## config.mk

```make
export PLATFORM = sky130hd
export DESIGN_NAME = mem_arbiter_flat
export DESIGN_NICKNAME = d
export VERILOG_FILES = /design/src/rtl/mem_arbiter_if.sv /design/src/rtl/mem_arbiter.sv /design/src/flat_wrapper.sv
export SDC_FILE = /design/constraint.sdc
export NUM_CORES = 1
export LEC_CHECK = 0
export ABC_AREA = 1
export CORE_AREA = 8 8 101 103
export DETAILED_ROUTE_END_ITERATION = 7
export DIE_AREA = 0 0 109 111
export PLACE_DENSITY_LB_ADDON = 0.05
export SLEW_MARGIN = 10
export SYNTH_ARGS = -nofsm -noshare
export SYNTH_HDL_FRONTEND = slang
export SYNTH_SLANG_ARGS = --single-unit
```

## constraint.sdc

```tcl
create_clock -name clk -period 1.8 [get_ports clk]
set_input_delay 0.36 -clock clk [delete_from_list [all_inputs] [get_ports clk]]
set_output_delay 0.36 -clock clk [all_outputs]
set_load 0.05 [all_outputs]
```

## src/rtl/mem_arbiter_if.sv

```systemverilog
// Bundle between mem_arbiter, its two requesters (CPU, loader) and the memory port.
// The arbiter uses the slave view; the environment driving it uses the master view.
interface mem_arbiter_if #(
    parameter int AW = 5,
    parameter int DW = 14
);
    logic          cpu_req;
    logic          cpu_we;
    logic [AW-1:0] cpu_add;
    logic [DW-1:0] cpu_din;
    logic          cpu_gnt;
    logic          cpu_ack;
    logic [DW-1:0] cpu_dout;

    logic          ld_req;
    logic          ld_we;
    logic [AW-1:0] ld_add;
    logic [DW-1:0] ld_din;
    logic          ld_gnt;
    logic          ld_ack;
    logic [DW-1:0] ld_dout;

    logic          mem_en;
    logic [AW-1:0] mem_add;
    logic [DW-1:0] mem_din;
    logic [DW-1:0] mem_dout;

    logic          busy;

    modport slave (
        input  cpu_req, cpu_we, cpu_add, cpu_din,
        output cpu_gnt, cpu_ack, cpu_dout,
        input  ld_req, ld_we, ld_add, ld_din,
        output ld_gnt, ld_ack, ld_dout,
        output mem_en, mem_add, mem_din,
        input  mem_dout,
        output busy
    );

    modport master (
        output cpu_req, cpu_we, cpu_add, cpu_din,
        input  cpu_gnt, cpu_ack, cpu_dout,
        output ld_req, ld_we, ld_add, ld_din,
        input  ld_gnt, ld_ack, ld_dout,
        input  mem_en, mem_add, mem_din,
        output mem_dout,
        input  busy
    );
endinterface

```

## src/rtl/mem_arbiter.sv

```systemverilog
// Two-requester arbiter (CPU / loader) for the single-port 32x14 memory.
// Every access runs IDLE -> ISSUE -> WAIT -> DONE, one access per four cycles.
//
//   state | meaning
//   IDLE  | sample cpu_req/ld_req, pick a winner, latch its we/add/din
//   ISSUE | winner's gnt high, memory port driven (mem_en = latched we)
//   WAIT  | memory read data valid; captured into winner's dout on reads
//   DONE  | winner's ack pulses, then back to IDLE
module mem_arbiter #(
    parameter int AW         = 5,
    parameter int DW         = 14,
    parameter bit FIXED_PRIO = 1'b0
) (
    input  logic          clk,
    input  logic          rst_n,
    mem_arbiter_if.slave  bus
);
    typedef enum logic [1:0] {
        IDLE  = 2'd0,
        ISSUE = 2'd1,
        WAIT  = 2'd2,
        DONE  = 2'd3
    } state_t;

    localparam logic CPU    = 1'b0;
    localparam logic LOADER = 1'b1;

    state_t        state;
    state_t        state_nxt;
    logic          last_winner;
    logic          we_q;
    logic [AW-1:0] add_q;
    logic [DW-1:0] din_q;
    logic [DW-1:0] cpu_dout_q;
    logic [DW-1:0] ld_dout_q;
    logic          any_req;
    logic          pick_ld;

    assign any_req = bus.cpu_req | bus.ld_req;
    // Loader wins when alone, on every tie with FIXED_PRIO, or on a tie when the CPU went last.
    assign pick_ld = bus.ld_req & (~bus.cpu_req | FIXED_PRIO | (last_winner == CPU));

    always_ff @(posedge clk or negedge rst_n) begin
        if (!rst_n) state <= IDLE;
        else        state <= state_nxt;
    end

    always_comb begin
        state_nxt = state;
        case (state)
            IDLE:    if (any_req) state_nxt = ISSUE;
            ISSUE:   state_nxt = WAIT;
            WAIT:    state_nxt = DONE;
            DONE:    state_nxt = IDLE;
            default: state_nxt = IDLE;
        endcase
    end

    // last_winner doubles as the owner of the transaction in flight.
    always_ff @(posedge clk or negedge rst_n) begin
        if (!rst_n) begin
            last_winner <= LOADER;
            we_q        <= 1'b0;
            add_q       <= '0;
            din_q       <= '0;
            cpu_dout_q  <= '0;
            ld_dout_q   <= '0;
        end else begin
            if (state == IDLE && any_req) begin
                last_winner <= pick_ld;
                if (pick_ld) begin
                    we_q  <= bus.ld_we;
                    add_q <= bus.ld_add;
                    din_q <= bus.ld_din;
                end else begin
                    we_q  <= bus.cpu_we;
                    add_q <= bus.cpu_add;
                    din_q <= bus.cpu_din;
                end
            end
            if (state == WAIT && !we_q) begin
                if (last_winner == LOADER) ld_dout_q  <= bus.mem_dout;
                else                       cpu_dout_q <= bus.mem_dout;
            end
        end
    end

    always_comb begin
        bus.cpu_gnt = 1'b0;
        bus.ld_gnt  = 1'b0;
        bus.cpu_ack = 1'b0;
        bus.ld_ack  = 1'b0;
        bus.mem_en  = 1'b0;
        bus.busy    = (state != IDLE);
        case (state)
            ISSUE: begin
                bus.cpu_gnt = (last_winner == CPU);
                bus.ld_gnt  = (last_winner == LOADER);
                bus.mem_en  = we_q;
            end
            DONE: begin
                bus.cpu_ack = (last_winner == CPU);
                bus.ld_ack  = (last_winner == LOADER);
            end
            default: ;
        endcase
    end

    assign bus.mem_add  = add_q;
    assign bus.mem_din  = din_q;
    assign bus.cpu_dout = cpu_dout_q;
    assign bus.ld_dout  = ld_dout_q;
endmodule

```

## src/flat_wrapper.sv

```systemverilog
// flat-port wrapper written by rule: the top's interface ports become plain ports
module mem_arbiter_flat 
#(
    parameter int AW         = 5,
    parameter int DW         = 14,
    parameter bit FIXED_PRIO = 1'b0
)
  (clk, rst_n, bus_cpu_req, bus_cpu_we, bus_cpu_add, bus_cpu_din, bus_cpu_gnt, bus_cpu_ack, bus_cpu_dout, bus_ld_req, bus_ld_we, bus_ld_add, bus_ld_din, bus_ld_gnt, bus_ld_ack, bus_ld_dout, bus_mem_en, bus_mem_add, bus_mem_din, bus_mem_dout, bus_busy);
  mem_arbiter_if #(.AW(AW), .DW(DW)) bus_i ();
  input  logic clk;
  input  logic rst_n;
  input wire logic [$bits(bus_i.cpu_req)-1:0] bus_cpu_req;
  input wire logic [$bits(bus_i.cpu_we)-1:0] bus_cpu_we;
  input wire logic [$bits(bus_i.cpu_add)-1:0] bus_cpu_add;
  input wire logic [$bits(bus_i.cpu_din)-1:0] bus_cpu_din;
  output wire logic [$bits(bus_i.cpu_gnt)-1:0] bus_cpu_gnt;
  output wire logic [$bits(bus_i.cpu_ack)-1:0] bus_cpu_ack;
  output wire logic [$bits(bus_i.cpu_dout)-1:0] bus_cpu_dout;
  input wire logic [$bits(bus_i.ld_req)-1:0] bus_ld_req;
  input wire logic [$bits(bus_i.ld_we)-1:0] bus_ld_we;
  input wire logic [$bits(bus_i.ld_add)-1:0] bus_ld_add;
  input wire logic [$bits(bus_i.ld_din)-1:0] bus_ld_din;
  output wire logic [$bits(bus_i.ld_gnt)-1:0] bus_ld_gnt;
  output wire logic [$bits(bus_i.ld_ack)-1:0] bus_ld_ack;
  output wire logic [$bits(bus_i.ld_dout)-1:0] bus_ld_dout;
  output wire logic [$bits(bus_i.mem_en)-1:0] bus_mem_en;
  output wire logic [$bits(bus_i.mem_add)-1:0] bus_mem_add;
  output wire logic [$bits(bus_i.mem_din)-1:0] bus_mem_din;
  input wire logic [$bits(bus_i.mem_dout)-1:0] bus_mem_dout;
  output wire logic [$bits(bus_i.busy)-1:0] bus_busy;
  assign bus_i.cpu_req = bus_cpu_req;
  assign bus_i.cpu_we = bus_cpu_we;
  assign bus_i.cpu_add = bus_cpu_add;
  assign bus_i.cpu_din = bus_cpu_din;
  assign bus_cpu_gnt = bus_i.cpu_gnt;
  assign bus_cpu_ack = bus_i.cpu_ack;
  assign bus_cpu_dout = bus_i.cpu_dout;
  assign bus_i.ld_req = bus_ld_req;
  assign bus_i.ld_we = bus_ld_we;
  assign bus_i.ld_add = bus_ld_add;
  assign bus_i.ld_din = bus_ld_din;
  assign bus_ld_gnt = bus_i.ld_gnt;
  assign bus_ld_ack = bus_i.ld_ack;
  assign bus_ld_dout = bus_i.ld_dout;
  assign bus_mem_en = bus_i.mem_en;
  assign bus_mem_add = bus_i.mem_add;
  assign bus_mem_din = bus_i.mem_din;
  assign bus_i.mem_dout = bus_mem_dout;
  assign bus_busy = bus_i.busy;
  mem_arbiter #(.AW(AW), .DW(DW), .FIXED_PRIO(FIXED_PRIO)) u_core (.clk(clk), .rst_n(rst_n), .bus(bus_i));
endmodule
```

[Yosys cells after proc, flatten, opt, wreduce, memory -nomap -nowiden]
Cells that the tools add are included.
Word-level totals
  register bits after elaboration: 51
  input port bits: 58
  output and inout port bits: 53
Operators by class
  eq/ne operators: 4
  muxes and demuxes: 10
  bitwise operators: 5
  reductions and logical operators: 7
Operators by type and width (count)
  14-bit two-way mux: 1
  2-bit one-hot mux with 4 select lines: 1
  1-bit two-way mux: 6
  5-bit two-way mux: 1
  2-bit == test (second input constant): 2
  2-bit AND reduction: 2
  2-bit by 1-bit == test with 1-bit output (second input constant): 1
  1-bit logical AND: 2
  2-bit logical NOT: 1
  2-bit two-way mux: 1
  2-bit by 1-bit != test with 1-bit output (second input constant): 1
  1-bit inverter: 2
  1-bit bitwise OR: 2
  2-bit nonzero test: 1
  1-bit bitwise AND: 1
  1-bit logical NOT: 1

[Logic depth before layout (Yosys ltp)]
  word-level depth: 4
  depth in mapped cells: 7

[Least setup slack after synthesis]
Ideal clock, no wire load.
  path type: register to output
  from: register u_core.state[1]
  to: output bus_cpu_gnt
  data arrival time: 1338 ps
  setup slack: 102 ps
  cell stages (with the launch flop): 5
  cell sequence: dfrtp_1 inv_1 ha_1 inv_1 nor2_1
On the way
  cells in the longest elaborated chain, start to end: 2
RTL lines
  from (decl): line mem_arbiter.sv:28  | state_t state;
  from (signal assigned): line mem_arbiter.sv:45  | else state <= state_nxt;
  2-bit by 1-bit == test with 1-bit output: line mem_arbiter.sv:95  | case (state)
  1-bit two-way mux: line mem_arbiter.sv:95
  to (decl): line flat_wrapper.sv:16  | output wire logic [$bits(bus_i.cpu_gnt)-1:0] bus_cpu_gnt;
Every way passes these cells.

[Worst setup path after layout]
  from: register u_core.state[0]
  to: output bus_busy
On the way
  cells in the longest elaborated chain, start to end: 1
RTL lines
  2-bit nonzero test: line mem_arbiter.sv:94  | bus.busy = (state != IDLE);
  to (decl): line flat_wrapper.sv:30  | output wire logic [$bits(bus_i.busy)-1:0] bus_busy;
Every way passes these cells.

==> metrics.md <==
| Metric | Value |
|---|---|
| Starting Density | `0.291` |
| Vias in the first global route | `2363` |
| Status | `finished, violations left` |
| R2R depth | `5` |
| Final hold vios | `15` |
| Crit path launch | `u_core.state[0]` |
| I/O pin total | `111` |
| Routed Antenna Nets | `0` |
| Hold Path Class | `in2async` |
| Clock buffer count from CTS | `5` |
| Syn Nets | `372` |
| Crit path arrival time | `1.34 ns` |
| Startpoint types | `register` |
| Reg-to-reg slack, setup | `0.26 ns` |
| Most frequent cells in the layout | `95 x nand2_1, 62 x inv_1, 56 x clkdlybuf4s50_1, 53 x buf_4, 50 x dfrtp_1` |
| Clock Latency Late Sink | `0.30 ns` |
| YS warnings | `0` |
| TritonCTS clock tree | `yes` |
| PwrDens | `2000 mW/mm^2` |
| CTS sink count | `51` |
| Initial antenna violation count | `0` |
| Vias after detailed routing | `2222` |
| Area grow syn2layout | `49.7%` |
| Post-CTS Setup Inserts | `0` |
| Critical path class | `reg2out` |
| GRT overflow | `0` |
| Clk root buf | `clkbuf_8` |
| Setup TNS | `0 ns` |
| Register area share after synthesis | `0.513` |
| Highest clock rate | `589 MHz` |
| Routability Congestion | `0.750` |
| Residual DRC count | `0` |
| Setup crit end kind | `primary output` |
| Commonest non-fill, non-tap cell in the layout | `nand2_1` |
| Fin util | `0.436` |
| Max-slew violations | `0` |
| Clock buffer depth | `2` |
| Worst slew pin tran | `0.449 ns` |
| Routed vias/inst | `4.21` |
| Routed length per instance | `13.1 um` |
| Clock Pin Slew Worst Setup and Hold Paths | `0.09 ns` |
| Height of the chip | `111 um` |
| First-pass GRT wire length | `11600 um` |
| Post-layout min period | `1.70 ns` |
| Drt pass-1 iters | `4` |
| Die Area | `0.0121 mm^2` |
| N_diodes | `0` |
| Worst Path Required | `1.44 ns` |
| H-tree lvl count | `2` |
| Die width | `109 um` |
| Launch point of the worst reg-to-reg path | `u_core.state[0]` |
| Pin count of the biggest net entering global routing | `35` |
| Pleak | `2.02 nW` |
| Cell count after synthesis | `309` |
| Violated checks | `hold timing` |
| PortBufs | `110` |
| Max-cap viol count | `0` |
| Seq cells post-synth | `51` |
| Period utilization | `0.943` |
| Maximum VDD drop | `0.665 mV` |
| Layout cells sized above 1 | `0.193` |
| Yosys cell types | `17` |
| Nets | `482` |
| R2R Path End | `u_core.bus.cpu_dout[6]` |
| Worst clock skew | `0.00252 ns` |
| Post-Syn Area | `0.00249 mm^2` |
| Placeable Area | `0.00855 mm^2` |
| Tot GR Track Use | `0.119` |
| Final wirelength | `6930 um` |
| Setup violators final | `0` |
| DP HPWL | `5190 um` |
| Crit path capture | `bus_busy` |
| Worst slew margin | `0.701` |
| Syn_area_per_cell | `8.05 um^2` |
| Row cnt | `34` |
| Crit-path max FO | `4` |
| Initial detailed-routing violation count | `79` |
| RSZ-0062 raised after global routing | `no` |
| Hold slack | `-0.00627 ns` |
[logic make-up (layout without fill, tap and decap cells)]
family	Yosys count	count (layout)	synth area share
and+or+nand+nor	142	142	0.247
AOI/OAI and AO/OA	33	33	0.0739
adders and majority gates	5	5	0.0251
buffers and inverters	78	189	0.140
DFF	51	51	0.513
[timing repair]
action	CTS	global route
setup endpoints to repair	0	4
hold buffers	0	0
gates resized for setup	0	3
[layout make-up]
| class | instances | area, um^2 |
|---|---|---|
| fillers | 882 | 4830 |
| flip-flops and latches | 51 | 1280 |
| repair buffers | 118 | 1120 |
| multi-input cells | 180 | 871 |
| inverters | 63 | 236 |
| well taps | 108 | 135 |
| clock buffers | 7 | 76.3 |
| clock inverters | 1 | 5.00 |
[synthesized netlist by cell type]
master / number / area share
nor2_1: 4 / 0.0060
o21ai_0: 15 / 0.030
ha_1: 5 / 0.025
o21ai_2: 5 / 0.018
buf_6: 6 / 0.027
nand2_2: 1 / 0.0025
buf_4: 1 / 0.0030
inv_1: 63 / 0.095
o21ai_1: 13 / 0.026
dfrtp_1: 50 / 0.50
buf_2: 6 / 0.012
clkbuf_1: 2 / 0.0030
nand3_1: 40 / 0.080
nand3_4: 1 / 0.0070
nand2_1: 95 / 0.14
dfstp_2: 1 / 0.011
nand3b_4: 1 / 0.0080
[critical path, cell delays in order, from the launching register on]
cell and delay (ns):
dfrtp_1 0.42, inv_1 0.13, ha_1 0.23, inv_1 0.11, buf_12 0.16
[layer usage]
layer,global-route usage,wire length [um],up-vias
met5,0,0,-
met4,0.0301,33,0
li1,-,-,1150
met1,0.146,2930,1002
met2,0.184,3280,68
met3,0.0512,689,2
[through the flow]
step	worst slack, ns	instances	power [mW]	instance area, um^2
after detailed placement	0.176	520	6.90	3640
after CTS	0.00521	528	7.57	3720
after floorplan	0.102	309	5.27	2490
final	0.102	528	7.45	3720
after global routing	0.00863	528	7.99	3720
after global placement	0.212	520	6.86	3640
[sequential cells by signal, indices dropped and copies added (netlist names)]
register	count
u_core.bus.mem_add	5
u_core.we_q	1
u_core.bus.mem_din	14
u_core.bus.cpu_dout	14
u_core.last_winner	1
u_core.bus.ld_dout	14
u_core.state	2
[worst min path at each step]
| stage | to | slack (ns) | from | cells after the start |
|---|---|---|---|---|
| floorplan | u_core.bus.cpu_dout[0] | 0.06 | rst_n | 0 |
| global placement | u_core.bus.ld_dout[5] | 0.34 | rst_n | 1 |
| detailed placement | u_core.bus.ld_dout[5] | 0.35 | rst_n | 1 |
| CTS | u_core.bus.ld_dout[5] | 0.004 | rst_n | 1 |
| global route | u_core.bus.ld_dout[5] | 0.008 | rst_n | 1 |
| finish | u_core.bus.ld_dout[5] | -0.006 | rst_n | 1 |
[power by group]
| part | total [mW] | leakage, nW | internal (mW) | switching (mW) |
|---|---|---|---|---|
| Sequential | 2.10 | 0.620 | 1.74 | 0.364 |
| Combinational | 4.71 | 1.36 | 1.50 | 3.21 |
| Clock | 0.636 | 0.0422 | 0.274 | 0.362 |
| Total | 7.45 | 2.02 | 3.52 | 3.94 |
(Power assumes the default switching activity.)
